===== src/rtl/ro_puf_pkg.sv =====
// Shared types and default constants for the ring-oscillator PUF controller.
package ro_puf_pkg;

    localparam int unsigned DEF_NUM_RO    = 16;
    localparam int unsigned DEF_SEL_W     = 4;
    localparam int unsigned DEF_RESP_BITS = 8;
    localparam int unsigned DEF_CNT_W     = 16;
    localparam int unsigned DEF_WINDOW    = 1024;
    localparam int unsigned DEF_SETTLE    = 8;

    typedef enum logic [2:0] {
        ST_IDLE    = 3'd0,
        ST_LOAD    = 3'd1,
        ST_SETTLE  = 3'd2,
        ST_COUNT   = 3'd3,
        ST_COMPARE = 3'd4,
        ST_NEXT    = 3'd5,
        ST_DONE    = 3'd6
    } state_e;

    // Bit offset of pair idx (A index) inside the challenge word; B follows at +sel_w.
    function automatic int unsigned pair_offset(input int unsigned idx, input int unsigned sel_w);
        return 2 * sel_w * idx;
    endfunction

endpackage


===== src/rtl/ro_edge_counter.sv =====
// Synchronizes one oscillator output and counts its rising edges, saturating at all-ones.
module ro_edge_counter
    import ro_puf_pkg::*;
#(
    parameter int unsigned CNT_W = DEF_CNT_W
) (
    input  logic             clk,
    input  logic             rst,
    input  logic             ro,
    input  logic             clr,
    input  logic             en,
    output logic [CNT_W-1:0] count,
    output logic             sat_c
);

    logic s1, s2, s3;
    logic rise_c;

    assign rise_c = s2 & ~s3;
    assign sat_c  = &count;

    // Synchronizer flops run freely; only the counter honours clr/en.
    always_ff @(posedge clk) begin
        if (!rst) begin
            s1    <= 1'b0;
            s2    <= 1'b0;
            s3    <= 1'b0;
            count <= '0;
        end else begin
            s1 <= ro;
            s2 <= s1;
            s3 <= s2;
            if (clr) begin
                count <= '0;
            end else if (en && rise_c && !sat_c) begin
                count <= count + CNT_W'(1);
            end
        end
    end

endmodule


===== src/rtl/ro_puf_controller.sv =====
// Sequences oscillator pairs named by the challenge and builds the response by
// comparing their edge counts over a fixed window.
module ro_puf_controller
    import ro_puf_pkg::*;
#(
    parameter int unsigned NUM_RO    = DEF_NUM_RO,
    parameter int unsigned SEL_W     = DEF_SEL_W,
    parameter int unsigned RESP_BITS = DEF_RESP_BITS,
    parameter int unsigned CNT_W     = DEF_CNT_W,
    parameter int unsigned WINDOW    = DEF_WINDOW,
    parameter int unsigned SETTLE    = DEF_SETTLE
) (
    input  logic                         clk,
    input  logic                         rst,
    input  logic                         start,
    input  logic [RESP_BITS*2*SEL_W-1:0] challenge,
    input  logic [NUM_RO-1:0]            ro_in,
    output logic [NUM_RO-1:0]            ro_en,
    output logic [NUM_RO-1:0]            ro_rst,
    output logic                         busy,
    output logic                         done,
    output logic [RESP_BITS-1:0]         response,
    output logic                         err
);

    localparam int unsigned CHAL_W  = RESP_BITS * 2 * SEL_W;
    localparam int unsigned PAIR_W  = 2 * SEL_W;
    localparam int unsigned IDX_W   = (RESP_BITS > 1) ? $clog2(RESP_BITS) : 1;
    localparam int unsigned TMR_MAX = (WINDOW > SETTLE) ? WINDOW : SETTLE;
    localparam int unsigned TMR_W   = $clog2(TMR_MAX + 1);

    state_e               state_q, state_d;
    logic [IDX_W-1:0]     idx_q, idx_d;
    logic [CHAL_W-1:0]    chal_q, chal_d;
    logic [TMR_W-1:0]     timer_q, timer_d;
    logic [RESP_BITS-1:0] resp_d;
    logic                 err_d, busy_d, done_d;
    logic [NUM_RO-1:0]    ro_en_d, ro_rst_d, sel_mask;
    logic [PAIR_W-1:0]    pair_c, pair_n;
    logic [SEL_W-1:0]     sel_a_c, sel_b_c;
    logic                 same_c, bit_c, cnt_clr_c, cnt_en_c;
    logic [CNT_W-1:0]     cnt_a, cnt_b;
    logic                 sat_a_c, sat_b_c;

    // Pair currently being measured drives the input mux and the compare.
    assign pair_c    = PAIR_W'(chal_q >> pair_offset(32'(idx_q), SEL_W));
    assign sel_a_c   = pair_c[SEL_W-1:0];
    assign sel_b_c   = pair_c[PAIR_W-1:SEL_W];
    assign same_c    = (sel_a_c == sel_b_c);
    assign bit_c     = !same_c && (cnt_a > cnt_b);
    assign cnt_clr_c = (state_q == ST_LOAD) || (state_q == ST_SETTLE);
    assign cnt_en_c  = (state_q == ST_COUNT);

    ro_edge_counter #(.CNT_W(CNT_W)) u_cnt_a (
        .clk(clk), .rst(rst), .ro(ro_in[sel_a_c]), .clr(cnt_clr_c), .en(cnt_en_c),
        .count(cnt_a), .sat_c(sat_a_c)
    );

    ro_edge_counter #(.CNT_W(CNT_W)) u_cnt_b (
        .clk(clk), .rst(rst), .ro(ro_in[sel_b_c]), .clr(cnt_clr_c), .en(cnt_en_c),
        .count(cnt_b), .sat_c(sat_b_c)
    );

    // Next state plus the output values for that state, registered below.
    always_comb begin
        state_d = state_q;
        idx_d   = idx_q;
        chal_d  = chal_q;
        timer_d = timer_q;
        resp_d  = response;
        err_d   = err;
        case (state_q)
            ST_IDLE: begin
                if (start) begin
                    chal_d  = challenge;
                    idx_d   = '0;
                    resp_d  = '0;
                    err_d   = 1'b0;
                    state_d = ST_LOAD;
                end
            end
            ST_LOAD: begin
                timer_d = TMR_W'(SETTLE - 1);
                state_d = ST_SETTLE;
            end
            ST_SETTLE: begin
                if (timer_q == '0) begin
                    timer_d = TMR_W'(WINDOW - 1);
                    state_d = ST_COUNT;
                end else begin
                    timer_d = timer_q - TMR_W'(1);
                end
            end
            ST_COUNT: begin
                if (timer_q == '0) begin
                    state_d = ST_COMPARE;
                end else begin
                    timer_d = timer_q - TMR_W'(1);
                end
            end
            ST_COMPARE: begin
                resp_d  = response | (RESP_BITS'(bit_c) << idx_q);
                err_d   = err | same_c | sat_a_c | sat_b_c;
                state_d = ST_NEXT;
            end
            ST_NEXT: begin
                if (idx_q == IDX_W'(RESP_BITS - 1)) begin
                    state_d = ST_DONE;
                end else begin
                    idx_d   = idx_q + IDX_W'(1);
                    state_d = ST_LOAD;
                end
            end
            ST_DONE: state_d = ST_IDLE;
            default: state_d = ST_IDLE;
        endcase

        pair_n   = PAIR_W'(chal_d >> pair_offset(32'(idx_d), SEL_W));
        sel_mask = (NUM_RO'(1) << pair_n[SEL_W-1:0]) | (NUM_RO'(1) << pair_n[PAIR_W-1:SEL_W]);
        ro_en_d  = ((state_d == ST_SETTLE) || (state_d == ST_COUNT)) ? sel_mask : '0;
        ro_rst_d = (state_d == ST_LOAD) ? sel_mask : '0;
        busy_d   = !((state_d == ST_IDLE) || (state_d == ST_DONE));
        done_d   = (state_d == ST_DONE);
    end

    always_ff @(posedge clk) begin
        if (!rst) begin
            state_q  <= ST_IDLE;
            idx_q    <= '0;
            chal_q   <= '0;
            timer_q  <= '0;
            response <= '0;
            err      <= 1'b0;
            ro_en    <= '0;
            ro_rst   <= '0;
            busy     <= 1'b0;
            done     <= 1'b0;
        end else begin
            state_q  <= state_d;
            idx_q    <= idx_d;
            chal_q   <= chal_d;
            timer_q  <= timer_d;
            response <= resp_d;
            err      <= err_d;
            ro_en    <= ro_en_d;
            ro_rst   <= ro_rst_d;
            busy     <= busy_d;
            done     <= done_d;
        end
    end

endmodule


===== config.mk =====
export PLATFORM = sky130hd
export DESIGN_NAME = ro_puf_controller
export DESIGN_NICKNAME = d
export VERILOG_FILES = /design/src/rtl/ro_puf_pkg.sv /design/src/rtl/ro_edge_counter.sv /design/src/rtl/ro_puf_controller.sv
export SDC_FILE = /design/constraint.sdc
export NUM_CORES = 1
export LEC_CHECK = 0
export ABC_AREA = 1
export CELL_PAD_IN_SITES_DETAIL_PLACEMENT = 0
export CELL_PAD_IN_SITES_GLOBAL_PLACEMENT = 1
export CORE_MARGIN = 10
export CORE_UTILIZATION = 28
export DETAILED_ROUTE_END_ITERATION = 8
export PLACE_DENSITY_LB_ADDON = 0.1
export SETUP_SLACK_MARGIN = 0.3
export SLEW_MARGIN = 25
export SYNTH_ARGS = -nofsm -noshare
export SYNTH_HDL_FRONTEND = slang
export SYNTH_SLANG_ARGS = --single-unit

===== constraint.sdc =====
create_clock -name clk -period 3.2 [get_ports clk]
set_input_delay 0.64 -clock clk [delete_from_list [all_inputs] [get_ports clk]]
set_output_delay 0.64 -clock clk [all_outputs]
set_load 0.03 [all_outputs]

==> results.md <==
- Count of nets after finishing: 1,585
- Adder-cell share of the synthesized area: 2.811%
- CTS sink count: 162
- Yosys cell types: 40
- Dpl hpwl: 24,770 um
- DRC Markers: 0
- Starting density of the core: 28.28%
- CP Launch Type: input pin
- Post-Synthesis Cell Area: 8901 sq um
- # H-tree levels: 4
- RSZ-0062 raised after global routing: no
- Initial antenna violation count: 1
- Setup ws final: 0.5451 ns
- Ys flop type: dfxtp_1
- Vias per Instance: 4.711
- Simple-gate share of the synthesized area: 38.22%
- GRT Util Overall: 16.93%
- Post-DP Area: 10,700 sq um
- Synth Net Count: 1,465
- Synth top area cells: dfxtp_1 36%, nand2_1 16%, nand3_1 9.8%
- # setup viols final: 0
- Sequential fraction of the synthesis area: 36.44%
- Main combinational cell family by area after synthesis: simple AND/OR/NAND/NOR gates
- Final Hold Viols: 0
- Pre-CTS setup slack: 0.1109 ns
- Final Power: 6.317 mW
- ANT nets after route: 0
- Psw: 2.151 mW
- Yosys warnings: 0
- Leakage: 4.885 nW
- Number of max-cap violations: 0
- Reg clk slew, reported paths: 0.07 ns
- Post-Synth XOR/XNOR Area: 0.5904%
- Setup bufs post-CTS: 0
- CTS root buffer: clkbuf_16
- First-pass GRT wire length: 51,160 um
- Share of layout cells above drive strength 1: 7.157%
- Final hold slack: 0.4352 ns
- Comb pwr share: 28.1%
- Final TNS setup: 0 ns
- Placer's final routability congestion estimate: 0.7841
- Most common cell in the netlist: nand2_1
- Outcome: complete, no violations
- Core Util, Final: 36.03%
- Max Slew Vio Count: 0
- Min-delay src: u_cnt_b.s2
- Die width: 198.3 um
- Worst reg2reg endpoint: ro_en[11]
- Hold Path Depth: 2
- CP Launch Point: start
- Complex-gate fraction of the synthesized area: 11.75%
- DP Cell Count: 1,865
- CTS Hold Bufs: 0
- Die Ht: 198.3 um
- Worst slew margin: 57.67%
- Layout filler cell count: 3,428
- Arr. time, crit path: 3.02 ns
- Setup Skew: 0.01262 ns
- Worst-Skew Late Latency: 0.45 ns
- Synth cell count leaders: 368 x nand2_1, 174 x nand3_1, 162 x dfxtp_1
- Worst-path fanout max: 56
- Number of DRC markers in iteration 0: 493
- Portion of netlist area occupied by mux cells: 0%
- Cell taking the most area after synthesis: dfxtp_1
- Peak supply drop: 413.8 uV
- HP Class: reg2reg
- R2r worst-path depth: 11
- Core Rows: 65
- Layout Cells excl Fill: 1,897
- Ant. Diodes: 0
- I/O Buffers: 125
- Sequential power share: 35.9%
- Wirelength per Cell: 17.34 um
- I/O pin count: 126
- Clock Path Buffers: 2
- Vias: 8,937
- Vias in the first global route: 8,780
- Worst Setup EP: ro_rst[8]
- Drt total wl: 32,890 um
- Syn Area/Cell: 6.535 sq um
- Inserted Clock Buffers: 17
- Fmax: 376.7 MHz
- Post-synth ARST share: 0%
- Final period util: 82.97%
- Layout area overhead: 27.40%
- Initial DRT Pass Iterations: 5
- CTS tree: yes
- Die area: 39,320 sq um
- Total grt overflow: 0
- Worst R2R Start: idx_q[1]
- Post-synth EDFFs: 0
- Clk pwr share: 36.0%
- R2r setup slk: 0.55 ns
- Core Area: 31,470 sq um
- Gate Count Post-Synth: 1,362
- Largest net degree at the start of global routing: 57
- Design Area, Final: 11,340 sq um
- Pwr dens: 557.0 nW/um^2
- CP endpoint kind: flop
- Int Power: 4.166 mW
- Critical Path RT: 3.56 ns
- FF+latch count, synth: 162
- Minimum clock period: 2.655 ns
- Switch share: 34.05%
- Top cell type's share of synthesized area: 36.44%
- WS Path Type: in2reg
- Least-Margin Pin Slew: 0.6334 ns
## power by group through the flow
| stage | clock (mW) | sequential, mW | combinational (mW) |
|---|---|---|---|
| 2_1_floorplan | 0 | 2.35 | 1.12 |
| 3_3_place_gp | 0 | 2.32 | 1.79 |
| 3_5_place_dp | 0 | 2.31 | 1.78 |
| 4_1_cts | 2.34 | 2.27 | 1.79 |
| 5_1_grt | 2.42 | 2.29 | 2.00 |
| 6_report | 2.27 | 2.27 | 1.77 |
## critical path, stage by stage
cell             delay (ns)
clkdlybuf4s50_1        0.46
inv_1                  0.07
nor2_4                 0.11
nand2_4                0.12
buf_12                 0.21
o21ai_0                0.34
nand2_1                0.09
nand3_1                0.13
nand2_1                0.07
nand2_1                0.06
nand2_1                0.23
nor2_2                 0.20
nand2_1                0.08
a21oi_1                0.16
## layout make-up
| class | count | area [sq um] | share of cell area, % |
|---|---|---|---|
| sequential | 162 | 3243 | 28.60 |
| tap | 402 | 503.0 | 4.436 |
| timing repair buffer | 157 | 1592 | 14.04 |
| multi-input combinational | 983 | 4753 | 41.92 |
| clock buffer | 18 | 439.2 | 3.873 |
| clock inverter | 14 | 202.7 | 1.787 |
| inverter | 161 | 606.8 | 5.351 |
## repair_timing
| item | in CTS | in global routing |
|---|---|---|
| endpoints found under the hold margin | 0 | 0 |
| resized for setup | 0 | 1 |
| setup endpoints to repair | 0 | 3 |
## cells in the final DEF (no fill, tap or decap), drive strengths merged, types with 6 or more instances in the layout
| master | netlist | final |
|---|---|---|
| a21oi | 95 | 95 |
| buf | 36 | 32 |
| clkbuf | 20 | 18 |
| clkdlybuf4s50 | 0 | 125 |
| clkinvlp | 0 | 6 |
| dfxtp | 162 | 162 |
| ha | 20 | 20 |
| inv | 161 | 164 |
| nand2 | 379 | 379 |
| nand3 | 177 | 177 |
| nand3b | 22 | 22 |
| nand4 | 23 | 23 |
| nor2 | 128 | 128 |
| nor3 | 17 | 17 |
| o211ai | 6 | 6 |
| o21ai | 85 | 85 |
## worst min-delay path by stage
stage | endpoint | slack (ns)
2_1_floorplan | u_cnt_a.s2 | 0.39
3_3_place_gp | u_cnt_b.s3 | 0.43
3_5_place_dp | u_cnt_b.s3 | 0.42
4_1_cts | u_cnt_b.s3 | 0.43
5_1_grt | u_cnt_b.s3 | 0.47
6_report | u_cnt_b.s3 | 0.44
## cell families (layout without fill, tap and decap cells)
| kind of cell | count (synthesis) | in the layout |
|---|---|---|
| adder cells (fa/ha/maj) | 20 | 20 |
| flip-flops | 162 | 162 |
| buffers and inverters | 217 | 350 |
| AND/OR/NAND/NOR | 758 | 758 |
| AO/OA/AOI/OAI | 199 | 199 |
| XOR/XNOR | 6 | 6 |
## sequential cells by signal, indices dropped and copies added, names as in the netlist
signal,flops
u_cnt_b.s2,1
u_cnt_b.count,16
idx_q,3
busy,1
done,1
state_q,3
chal_q,64
u_cnt_b.s1,1
err,1
response,8
ro_rst,16
u_cnt_b.s3,1
timer_q,11
u_cnt_a.s1,1
u_cnt_a.count,16
ro_en,16
u_cnt_a.s3,1
u_cnt_a.s2,1
## per-layer routing
metal  GRT usage [%]  wire length, um  up-vias
li1                -                -     4671
met1           23.13            16450     4096
met2           26.59            14870      148
met3           3.225             1151       20
met4           4.413              415        2
met5               0                9        -
Note: power is estimated with default switching activity, not from simulation.
